===== src/rtl/sd_pkg.sv =====
// Constants shared by the SPI-mode SD command serializer and the response receiver:
// FSM encoding, response lengths and R1 bit positions.
package sd_pkg;

    typedef enum logic [1:0] {
        S_IDLE       = 2'd0,
        S_WAIT_START = 2'd1,
        S_SHIFT      = 2'd2,
        S_DONE       = 2'd3
    } sd_state_e;

    localparam int R1_BITS = 8;
    localparam int R7_BITS = 40;

    localparam int R1_IDLE          = 0;
    localparam int R1_ERASE_RESET   = 1;
    localparam int R1_ILLEGAL_CMD   = 2;
    localparam int R1_CRC_ERR       = 3;
    localparam int R1_ERASE_SEQ_ERR = 4;
    localparam int R1_ADDR_ERR      = 5;
    localparam int R1_PARAM_ERR     = 6;

    // Bit 7 is the start bit and bit 0 only reports the idle state; neither is an error.
    localparam logic [7:0] R1_ERR_MASK = 8'((1 << R1_ERASE_RESET) | (1 << R1_ILLEGAL_CMD) |
                                            (1 << R1_CRC_ERR) | (1 << R1_ERASE_SEQ_ERR) |
                                            (1 << R1_ADDR_ERR) | (1 << R1_PARAM_ERR));

    function automatic logic r1_is_error(input logic [7:0] r1_val);
        return (r1_val & R1_ERR_MASK) != 8'h00;
    endfunction

endpackage


===== src/rtl/sd_shift_in.sv =====
// MSB-first serial-in shift register with synchronous clear and enable.
// Exposes the next-state value so the caller can capture a word on the edge that completes it.
module sd_shift_in #(
    parameter int W = 40
) (
    input  logic         clk,
    input  logic         rst,
    input  logic         clr_i,
    input  logic         en_i,
    input  logic         din_i,
    output logic [W-1:0] shift_d_o
);

    logic [W-1:0] shift_q;
    logic [W-1:0] shift_d;

    always_comb begin
        shift_d = shift_q;
        if (clr_i) begin
            shift_d = '0;
        end else if (en_i) begin
            shift_d = {shift_q[W-2:0], din_i};
        end
    end

    always_ff @(posedge clk or posedge rst) begin
        if (rst) begin
            shift_q <= '0;
        end else begin
            shift_q <= shift_d;
        end
    end

    assign shift_d_o = shift_d;

endmodule


===== src/rtl/sd_resp_rx.sv =====
// SPI-mode SD response receiver: waits for the R1 start bit on DO, shifts in R1 or R3/R7.
//  state        | meaning
//  S_IDLE       | waiting for an arm (isStart high)
//  S_WAIT_START | sampling DO for the first 0, counting the NCR window
//  S_SHIFT      | shifting response bits in, MSB first
//  S_DONE       | result valid; wait for isStart to drop
module sd_resp_rx
    import sd_pkg::*;
#(
    parameter int NCR_MAX   = 64,
    parameter int LONG_BITS = R7_BITS
) (
    input  logic        clk,
    input  logic        rst,
    input  logic        isStart,
    input  logic        isLong,
    input  logic        DO,
    output logic        isBusy,
    output logic        isFinish,
    output logic        isTimeout,
    output logic [7:0]  r1,
    output logic [31:0] payload,
    output logic        isError
);

    localparam logic [7:0] NCR_LIMIT  = 8'(NCR_MAX);
    localparam logic [5:0] LONG_LIMIT = 6'(LONG_BITS);
    localparam logic [5:0] R1_LIMIT   = 6'(R1_BITS);

    sd_state_e             state_q, state_d;
    logic                  long_q, long_d;
    logic [7:0]            wait_q, wait_d, wait_inc;
    logic [5:0]            bit_q, bit_d, bit_inc, bit_target;
    logic                  timeout_q, timeout_d;
    logic [7:0]            r1_q, r1_d;
    logic [31:0]           payload_q, payload_d;
    logic                  error_q, error_d;
    logic                  sh_clr, sh_en;
    logic [LONG_BITS-1:0]  sh_nxt;

    sd_shift_in #(.W(LONG_BITS)) u_shift (
        .clk       (clk),
        .rst       (rst),
        .clr_i     (sh_clr),
        .en_i      (sh_en),
        .din_i     (DO),
        .shift_d_o (sh_nxt)
    );

    assign wait_inc   = (wait_q == 8'hFF) ? wait_q : wait_q + 8'd1;
    assign bit_inc    = bit_q + 6'd1;
    assign bit_target = long_q ? LONG_LIMIT : R1_LIMIT;

    always_comb begin
        state_d   = state_q;
        long_d    = long_q;
        wait_d    = wait_q;
        bit_d     = bit_q;
        timeout_d = timeout_q;
        r1_d      = r1_q;
        payload_d = payload_q;
        error_d   = error_q;
        sh_clr    = 1'b0;
        sh_en     = 1'b0;

        case (state_q)
            S_IDLE: begin
                if (isStart) begin
                    long_d    = isLong;
                    wait_d    = 8'd0;
                    bit_d     = 6'd0;
                    sh_clr    = 1'b1;
                    timeout_d = 1'b0;
                    state_d   = S_WAIT_START;
                end
            end
            S_WAIT_START: begin
                // A start bit on the same edge the window expires still counts as a start.
                if (!DO) begin
                    sh_en   = 1'b1;
                    bit_d   = 6'd1;
                    state_d = S_SHIFT;
                end else begin
                    wait_d = wait_inc;
                    if (wait_inc == NCR_LIMIT) begin
                        timeout_d = 1'b1;
                        r1_d      = 8'hFF;
                        payload_d = 32'h0;
                        error_d   = r1_is_error(8'hFF);
                        state_d   = S_DONE;
                    end
                end
            end
            S_SHIFT: begin
                sh_en = 1'b1;
                bit_d = bit_inc;
                if (bit_inc == bit_target) begin
                    r1_d      = long_q ? sh_nxt[LONG_BITS-1 -: 8] : sh_nxt[7:0];
                    payload_d = long_q ? sh_nxt[31:0] : 32'h0;
                    error_d   = r1_is_error(r1_d);
                    state_d   = S_DONE;
                end
            end
            S_DONE: begin
                if (!isStart) begin
                    state_d = S_IDLE;
                end
            end
        endcase
    end

    always_ff @(posedge clk or posedge rst) begin
        if (rst) begin
            state_q   <= S_IDLE;
            long_q    <= 1'b0;
            wait_q    <= 8'd0;
            bit_q     <= 6'd0;
            timeout_q <= 1'b0;
            r1_q      <= 8'hFF;
            payload_q <= 32'h0;
            error_q   <= 1'b0;
        end else begin
            state_q   <= state_d;
            long_q    <= long_d;
            wait_q    <= wait_d;
            bit_q     <= bit_d;
            timeout_q <= timeout_d;
            r1_q      <= r1_d;
            payload_q <= payload_d;
            error_q   <= error_d;
        end
    end

    assign isBusy    = (state_q == S_WAIT_START) || (state_q == S_SHIFT);
    assign isFinish  = (state_q == S_DONE);
    assign isTimeout = timeout_q;
    assign r1        = r1_q;
    assign payload   = payload_q;
    assign isError   = error_q;

endmodule


===== config.mk =====
export PLATFORM = sky130hd
export DESIGN_NAME = sd_resp_rx
export DESIGN_NICKNAME = d
export VERILOG_FILES = /design/src/rtl/sd_pkg.sv /design/src/rtl/sd_shift_in.sv /design/src/rtl/sd_resp_rx.sv
export SDC_FILE = /design/constraint.sdc
export NUM_CORES = 1
export LEC_CHECK = 0
export CORE_MARGIN = 1
export CORE_UTILIZATION = 61
export CTS_CLUSTER_SIZE = 14
export DETAILED_ROUTE_END_ITERATION = 8
export GPL_ROUTABILITY_DRIVEN = 0
export PLACE_DENSITY = 0.85
export SLEW_MARGIN = 10
export SYNTH_ARGS = -nofsm -noshare
export SYNTH_HDL_FRONTEND = slang
export SYNTH_SLANG_ARGS = --single-unit

===== constraint.sdc =====
create_clock -name clk -period 10.8 [get_ports clk]
set_clock_uncertainty 0.05 [all_clocks]
set_input_delay 3.24 -clock clk [delete_from_list [all_inputs] [get_ports clk]]
set_output_delay 3.24 -clock clk [all_outputs]
set_load 0.01 [all_outputs]

==> results of run 1 <==
-- critical path: stages --
cell and delay, ns:
clkdlybuf4s50_1 0.55, nor2b_1 0.12, o21ai_4 0.12, buf_4 0.59, mux2i_1 0.37, mux2i_1 0.16, o31ai_1 0.31, a21oi_1 0.13
-- cell usage in the layout, fill, tap and decap left out, drive strengths merged, types with 3 or more instances in the layout --
cell / n
a21oi: 20
a31oi: 6
and2: 3
and3: 3
buf: 5
clkbuf: 10
clkdlybuf4s50: 48
dfrtp: 91
dfstp: 8
ha: 7
inv: 7
mux2: 5
mux2i: 45
nand2: 57
nand3: 14
nand4: 4
nor2: 53
nor2b: 13
nor3: 5
nor3b: 3
o21ai: 14
o31ai: 8
o41ai: 29
-- layout make-up --
cell class	count	area (um2)
Inverter	5	21.3
Timing Repair Buffer	53	518
Multi-Input combinational cell	308	2150
Fill cell	556	2170
Clock buffer	10	138
Clock inverter	6	71.3
Sequential cell	99	2490
Tap cell	102	128
-- how the worst max path moves through the flow --
stage | startpoint | endpoint | slack, ns | cells after the start
after floorplan | rst | bit_q[0]$_DFFE_PP0P_ | 4.93 | 1
after global placement | DO | isError$_DFFE_PP0P_ | 5.21 | 8
after detailed placement | DO | isError$_DFFE_PP0P_ | 5.12 | 8
after CTS | DO | isError$_DFFE_PP0P_ | 5.39 | 8
after global routing | DO | isError$_DFFE_PP0P_ | 5.23 | 8
final | DO | isError$_DFFE_PP0P_ | 5.35 | 8
-- cells in the mapped netlist, types with 2 or more instances --
library cell,n,area [um2]
nand2_1,57,214
nand3b_1,2,15.0
a31o_2,2,17.5
inv_1,5,18.8
buf_1,3,11.3
dfrtp_1,91,2280
and2_1,2,12.5
nor3b_1,3,22.5
nor2b_1,13,81.3
o41ai_2,23,374
dfstp_2,8,210
ha_1,7,87.6
a31oi_1,6,37.5
o31ai_1,8,60.1
clkbuf_1,14,52.6
o21ai_0,11,55.1
mux2_2,5,56.3
nor2_1,53,199
a21oi_1,20,100
buf_2,9,45.0
nor3_1,5,25.0
mux2i_1,45,450
o21ai_1,3,15.0
nand3_1,14,70.1
nand4_1,4,25.0
o41ai_1,6,52.6
buf_6,7,78.8
and3_1,3,18.8
-- logic make-up after synthesis --
logic type                 synth area share
DFF                                   0.515
muxes                                 0.105
adders and majority gates            0.0181
xor gates and xnor gates            0.00181
buffers and inverters                0.0443
and+or+nand+nor                       0.147
AOI/OAI and AO/OA                     0.168
-- routing by layer --
| layer | vias up | wire [um] | global-route usage |
|---|---|---|---|
| li1 | 1654 | - | - |
| met1 | 1767 | 4400 | 0.351 |
| met2 | 111 | 5030 | 0.405 |
| met3 | 10 | 493 | 0.0402 |
| met4 | 0 | 116 | 0.0939 |
| met5 | - | 0 | 0 |
-- where the power goes --
group	leakage, uW	internal [uW]	switching, uW
Combinational	0.00123	150	295
Sequential	0.00134	397	33.7
Clock	0.0000995	116	131
Total	0.00267	662	460
-- metrics by stage --
stage	hold slack, ns	std cells
after global routing	0.464	583
after detailed placement	0.414	567
after floorplan	0.421	446
after global placement	0.411	567
final	0.432	583
after CTS	0.438	583
-- sequential cells by signal, indices dropped and copies added, names as in the netlist --
signal	flops
wait_q	8
r1	8
isError	1
payload	32
long_q	1
isTimeout	1
u_shift.shift_q	40
bit_q	6
state_q	2
==> results.tsv, run 1 <==
stage	metric	value	unit
setup_path	cp-start-kind	primary input	
layout	fin_util	0.717	
timing	tns	0	ns
floorplan	dieWidth	91.0	um
detailed_routing	drc	0	
setup_path	critPathMaxFanout	44	
floorplan	die_area	8270	um2
synthesis	syn_area_per_cell	10.8	um2
grt	grt_overflow_total	0	
worst_hold_path	worstHoldEndpoint	payload[11]$_DFFE_PP0P_	
clocking	post_cts_buffers	0	
floorplan	initial_utilization	0.628	
clocking	cts_htree_levels	3	
timing	setup_ws	5.35	ns
clocking	root_buffer	clkbuf_8	
clocking	cts_tree	built	
synthesis	synth_fp_nets	458	
setup_path	r2r.worst_path.cells	9	
floorplan	core	7690	um2
clocking	clock_sinks	99	
placed_design	io_buffers	48	
worst_hold_path	hold_class	reg -> reg	
timing	finalSetupViolCount	0	
synthesis	yosys_warnings	0	
status	status	completed	
setup_path	reg2reg_slack	7.83	ns
worst_hold_path	min_from	payload[11]$_DFFE_PP0P_	
synthesis	synth_edf_count	0	
grt	antenna_found_initial	0	
synthesis	synth-main-ff-cell	dfrtp_1	
job	drv_cap	0	
setup_path	r2r_start	state_q[1]$_DFFE_PP0P_	
pwr	p_per_area	203	nW/um2
clocking	cts-buffers-inserted	9	
synthesis	syn_area	4830	um2
synthesis	yosysUniqueCellTypes	45	
detailed_routing	dr.pass1.iters	5	
timing	period_needed	5.45	ns
floorplan	std_cell_rows	32	
setup_path	crit_required	10.97	ns
layout	n_antenna_cell	0	
layout	drive_gt1_frac	0.133	
setup_path	crit_arrival	5.62	ns
clocking	cts_hold_buf	0	
placed_design	place_area	5300	um2
layout	area_growth	14.2	%
timing	max_clock_freq	184	MHz
setup_path	rr_endpoint	isError$_DFFE_PP0P_	
clocking	cts_resized	0	
setup_path	end_kind	flop	
timing	max_slew.worst_pin.slew	0.857	ns
detailed_routing	ant_nets	0	
detailed_routing	drt_iter0_markers	272	
detailed_routing	vias_per_cell	6.08	
detailed_routing	wl_per_cell	17.2	um
grt	grt_pass1_vias	3494	
detailed_routing	wl	10000	um
timing	slew_headroom	0.424	
detailed_routing	num_vias	3542	
pwr	ir_worst_vdd	0.000147	V
timing	slew_viol_final	0	
layout	fin_nets	488	
timing	finalHoldViolCount	0	
synthesis	yosys_register_bits	99	
floorplan	die_h	91.0	um
clocking	clk_latency	0.35	ns
pwr	power	1120	uW
setup_path	worstSetupPathType	in -> reg	
worst_hold_path	min_path_cells	2	
placed_design	hpwl	6430	um
layout	final_area	5510	um2
grt	grt_pass1_wl	16600	um
pwr	p_leak	0.00267	uW
timing	rsz0062_at_grt	false	
clocking	clk_path_buf_depth	2	
placed_design	place_worst_setup_slack	5.12	ns
floorplan	ios	49	
synthesis	ys_seq_area_frac	0.515	
grt	grt_usage	0.253	
synthesis	synthCells	446	
grt	grt_max_degree	75	
timing	period_share	0.505	
clocking	cts.clk_slew.worst_paths	0.09	ns
synthesis	synth-async-reset-ratio	1.00	
(Power assumes the default switching activity.)
==> run 2, diff against run 1 <==
--- a/config.mk
+++ b/config.mk
@@ -6,11 +6,11 @@
 export NUM_CORES = 1
 export LEC_CHECK = 0
 export CORE_MARGIN = 1
-export CORE_UTILIZATION = 61
+export CORE_UTILIZATION = 57
 export CTS_CLUSTER_SIZE = 14
 export DETAILED_ROUTE_END_ITERATION = 8
 export GPL_ROUTABILITY_DRIVEN = 0
-export PLACE_DENSITY = 0.85
+export PLACE_DENSITY = 0.8
 export SLEW_MARGIN = 10
 export SYNTH_ARGS = -nofsm -noshare
 export SYNTH_HDL_FRONTEND = slang
==> constraint.sdc (replaced) <==
create_clock -name clk -period 5.2 [get_ports clk]
set_clock_uncertainty 0.05 [all_clocks]
set_input_delay 1.56 -clock clk [delete_from_list [all_inputs] [get_ports clk]]
set_output_delay 1.56 -clock clk [all_outputs]
set_load 0.01 [all_outputs]
==> run 2 against run 1 <==
Net effect: non-clock buffer count increased by 4; clock-buffer cell count fell by 1; via count shrank 0.82%; hold slack better by 0.0036 ns; critical path type unchanged; worst setup slack worse by 3.8 ns; combinational power up 110%; largest power group unchanged; register-to-register slack worse by 5.5 ns; final area is 0.77% higher.
==> results.tsv, run 2 (synthesis gave the netlist of run 1 again) <==
stage	metric	value	unit
status	status	completed	
clocking	cts-buffers-inserted	9	
layout	largest_reg_flops	40	
setup_path	critPathMaxFanout	21	
worst_hold_path	hold_class	reg -> reg	
clocking	root_buffer	clkbuf_8	
timing	period_needed	3.69	ns
layout	fin_nets	492	
placed_design	hpwl	6170	um
timing	rsz0062_at_grt	false	
setup_path	critPathTopFamily	buffers and inverters	
layout	drive_gt1_frac	0.140	
detailed_routing	ant_nets	0	
clocking	cts_resized	0	
layout	n_antenna_cell	0	
setup_path	cp-start-kind	primary input	
setup_path	worstSetupPathType	in -> reg	
clocking	clock_sinks	99	
pwr	p_per_area	424	nW/um2
timing	setup_ws	1.51	ns
detailed_routing	vias_per_cell	5.95	
floorplan	die_h	94.0	um
clocking	clk_latency	0.36	ns
detailed_routing	dr.pass1.iters	4	
layout	final_common_cell	dfrtp_1	
job	drv_cap	0	
grt	grt_overflow_total	0	
timing	period_share	0.709	
setup_path	worst-path-buf-inv	2	
timing	tns	0	ns
grt	grt_pass1_wl	16400	um
detailed_routing	drc	0	
setup_path	crit_required	5.42	ns
grt	grt_pass1_vias	3372	
worst_hold_path	min_path_cells	2	
clocking	post_cts_buffers	0	
layout	multi_input_area	2150	um2
floorplan	dieWidth	94.0	um
timing	max_slew.worst_pin.slew	0.887	ns
grt	grt_max_degree	75	
clocking	clk_path_buf_depth	2	
floorplan	ios	49	
setup_path	worst_path_most_repeated_cell	a21oi_1	
floorplan	core	8220	um2
timing	slew_headroom	0.409	
setup_path	slowest_delay	0.57	ns
timing	finalHoldViolCount	0	
layout	area_growth	15.1	%
clocking	cts_tree	built	
grt	antenna_found_initial	0	
setup_path	end_kind	flop	
clocking	cts.clk_slew.worst_paths	0.11	ns
detailed_routing	drt_iter0_markers	194	
timing	slew_viol_final	0	
layout	top_register	u_shift.shift_q	
clocking	cts_hold_buf	0	
pwr	p_leak	0.00270	uW
setup_path	crit_arrival	3.91	ns
setup_path	path_cells	clkdlybuf4s50_1, nor2b_1, o21ai_4, buf_4, mux2i_1, nor3_1, a21oi_1, a21oi_1	
setup_path	cp_num_cells	8	
placed_design	place_worst_setup_slack	1.14	ns
timing	finalSetupViolCount	0	
floorplan	die_area	8840	um2
detailed_routing	wl_per_cell	16.4	um
layout	regArea	2490	um2
detailed_routing	num_vias	3513	
setup_path	slowest_stage	clkdlybuf4s50_1	
clocking	cts_htree_levels	3	
placed_design	io_buffers	48	
setup_path	r2r.worst_path.cells	9	
pwr	ir_worst_vdd	0.000414	V
layout	fillers	620	
layout	final_cell_mix	dfrtp_1 (91), nand2_1 (57), nor2_1 (53)	
timing	max_clock_freq	271	MHz
detailed_routing	wl	9670	um
grt	grt_usage	0.239	
floorplan	std_cell_rows	33	
floorplan	initial_utilization	0.587	
-- run 2: changes by cell type in the layout (fill, tap and decap cells not counted), sizes merged --
cell / before / now
buf: 5 / 9
clkbuf: 10 / 9
inv: 7 / 8
clkinv: 1 / 2
clkinvlp: 2 / 1
-- run 2: final timing paths --
| kind | start | to | slack [ns] |
|---|---|---|---|
| worst min-delay path | payload[28]$_DFFE_PP0P_ | payload[28]$_DFFE_PP0P_ | 0.44 |
| min in group asynchronous | rst | payload[8]$_DFFE_PP0P_ | 1.70 |
| worst max register to register | state_q[1]$_DFFE_PP0P_ | r1[7]$_DFFE_PP1P_ | 2.36 |
| max in group asynchronous | rst | r1[2]$_DFFE_PP1P_ | 2.60 |
| worst max-delay path | DO | r1[7]$_DFFE_PP1P_ | 1.51 |
| worst min register to register | payload[28]$_DFFE_PP0P_ | payload[28]$_DFFE_PP0P_ | 0.44 |
-- run 2: where the power goes --
part / internal [uW] / switching [uW] / leakage [uW]
logic: 323 / 608 / 0.00125
clock network: 236 / 293 / 0.000107
registers: 824 / 69.5 / 0.00134
total: 1380 / 971 / 0.00270
-- run 2: worst min-delay path: stages (launching register included) --
cell     delay [ns]
dfrtp_1        0.35
nand2_1        0.05
o41ai_1        0.05
-- run 2: routing by layer --
layer | vias up | routed length [um] | GRT usage
met1 | 1747 | 4590 | 0.335
met3 | 12 | 342 | 0.0324
met5 | - | 0 | 0
met4 | 0 | 124 | 0.0859
met2 | 86 | 4620 | 0.381
li1 | 1668 | - | -
-- run 2: per-stage QoR --
step	cells	cell area [um2]	hold WS (ns)	util	power, uW
final	590	5560	0.436	0.676	2350
after global placement	574	5340	0.412	0.650	1800
after floorplan	446	4830	0.421	-	1660
after CTS	590	5560	0.443	0.676	2360
after detailed placement	574	5340	0.410	0.650	1830
after global routing	590	5560	0.455	0.676	2490
-- run 2: layout make-up --
type | count | share of cell area
inverter | 5 | 0.00383
tap | 105 | 0.0236
timing repair buffer | 57 | 0.0986
sequential | 99 | 0.448
clock buffer | 9 | 0.0223
multi-input combinational | 308 | 0.387
clock inverter | 7 | 0.0169
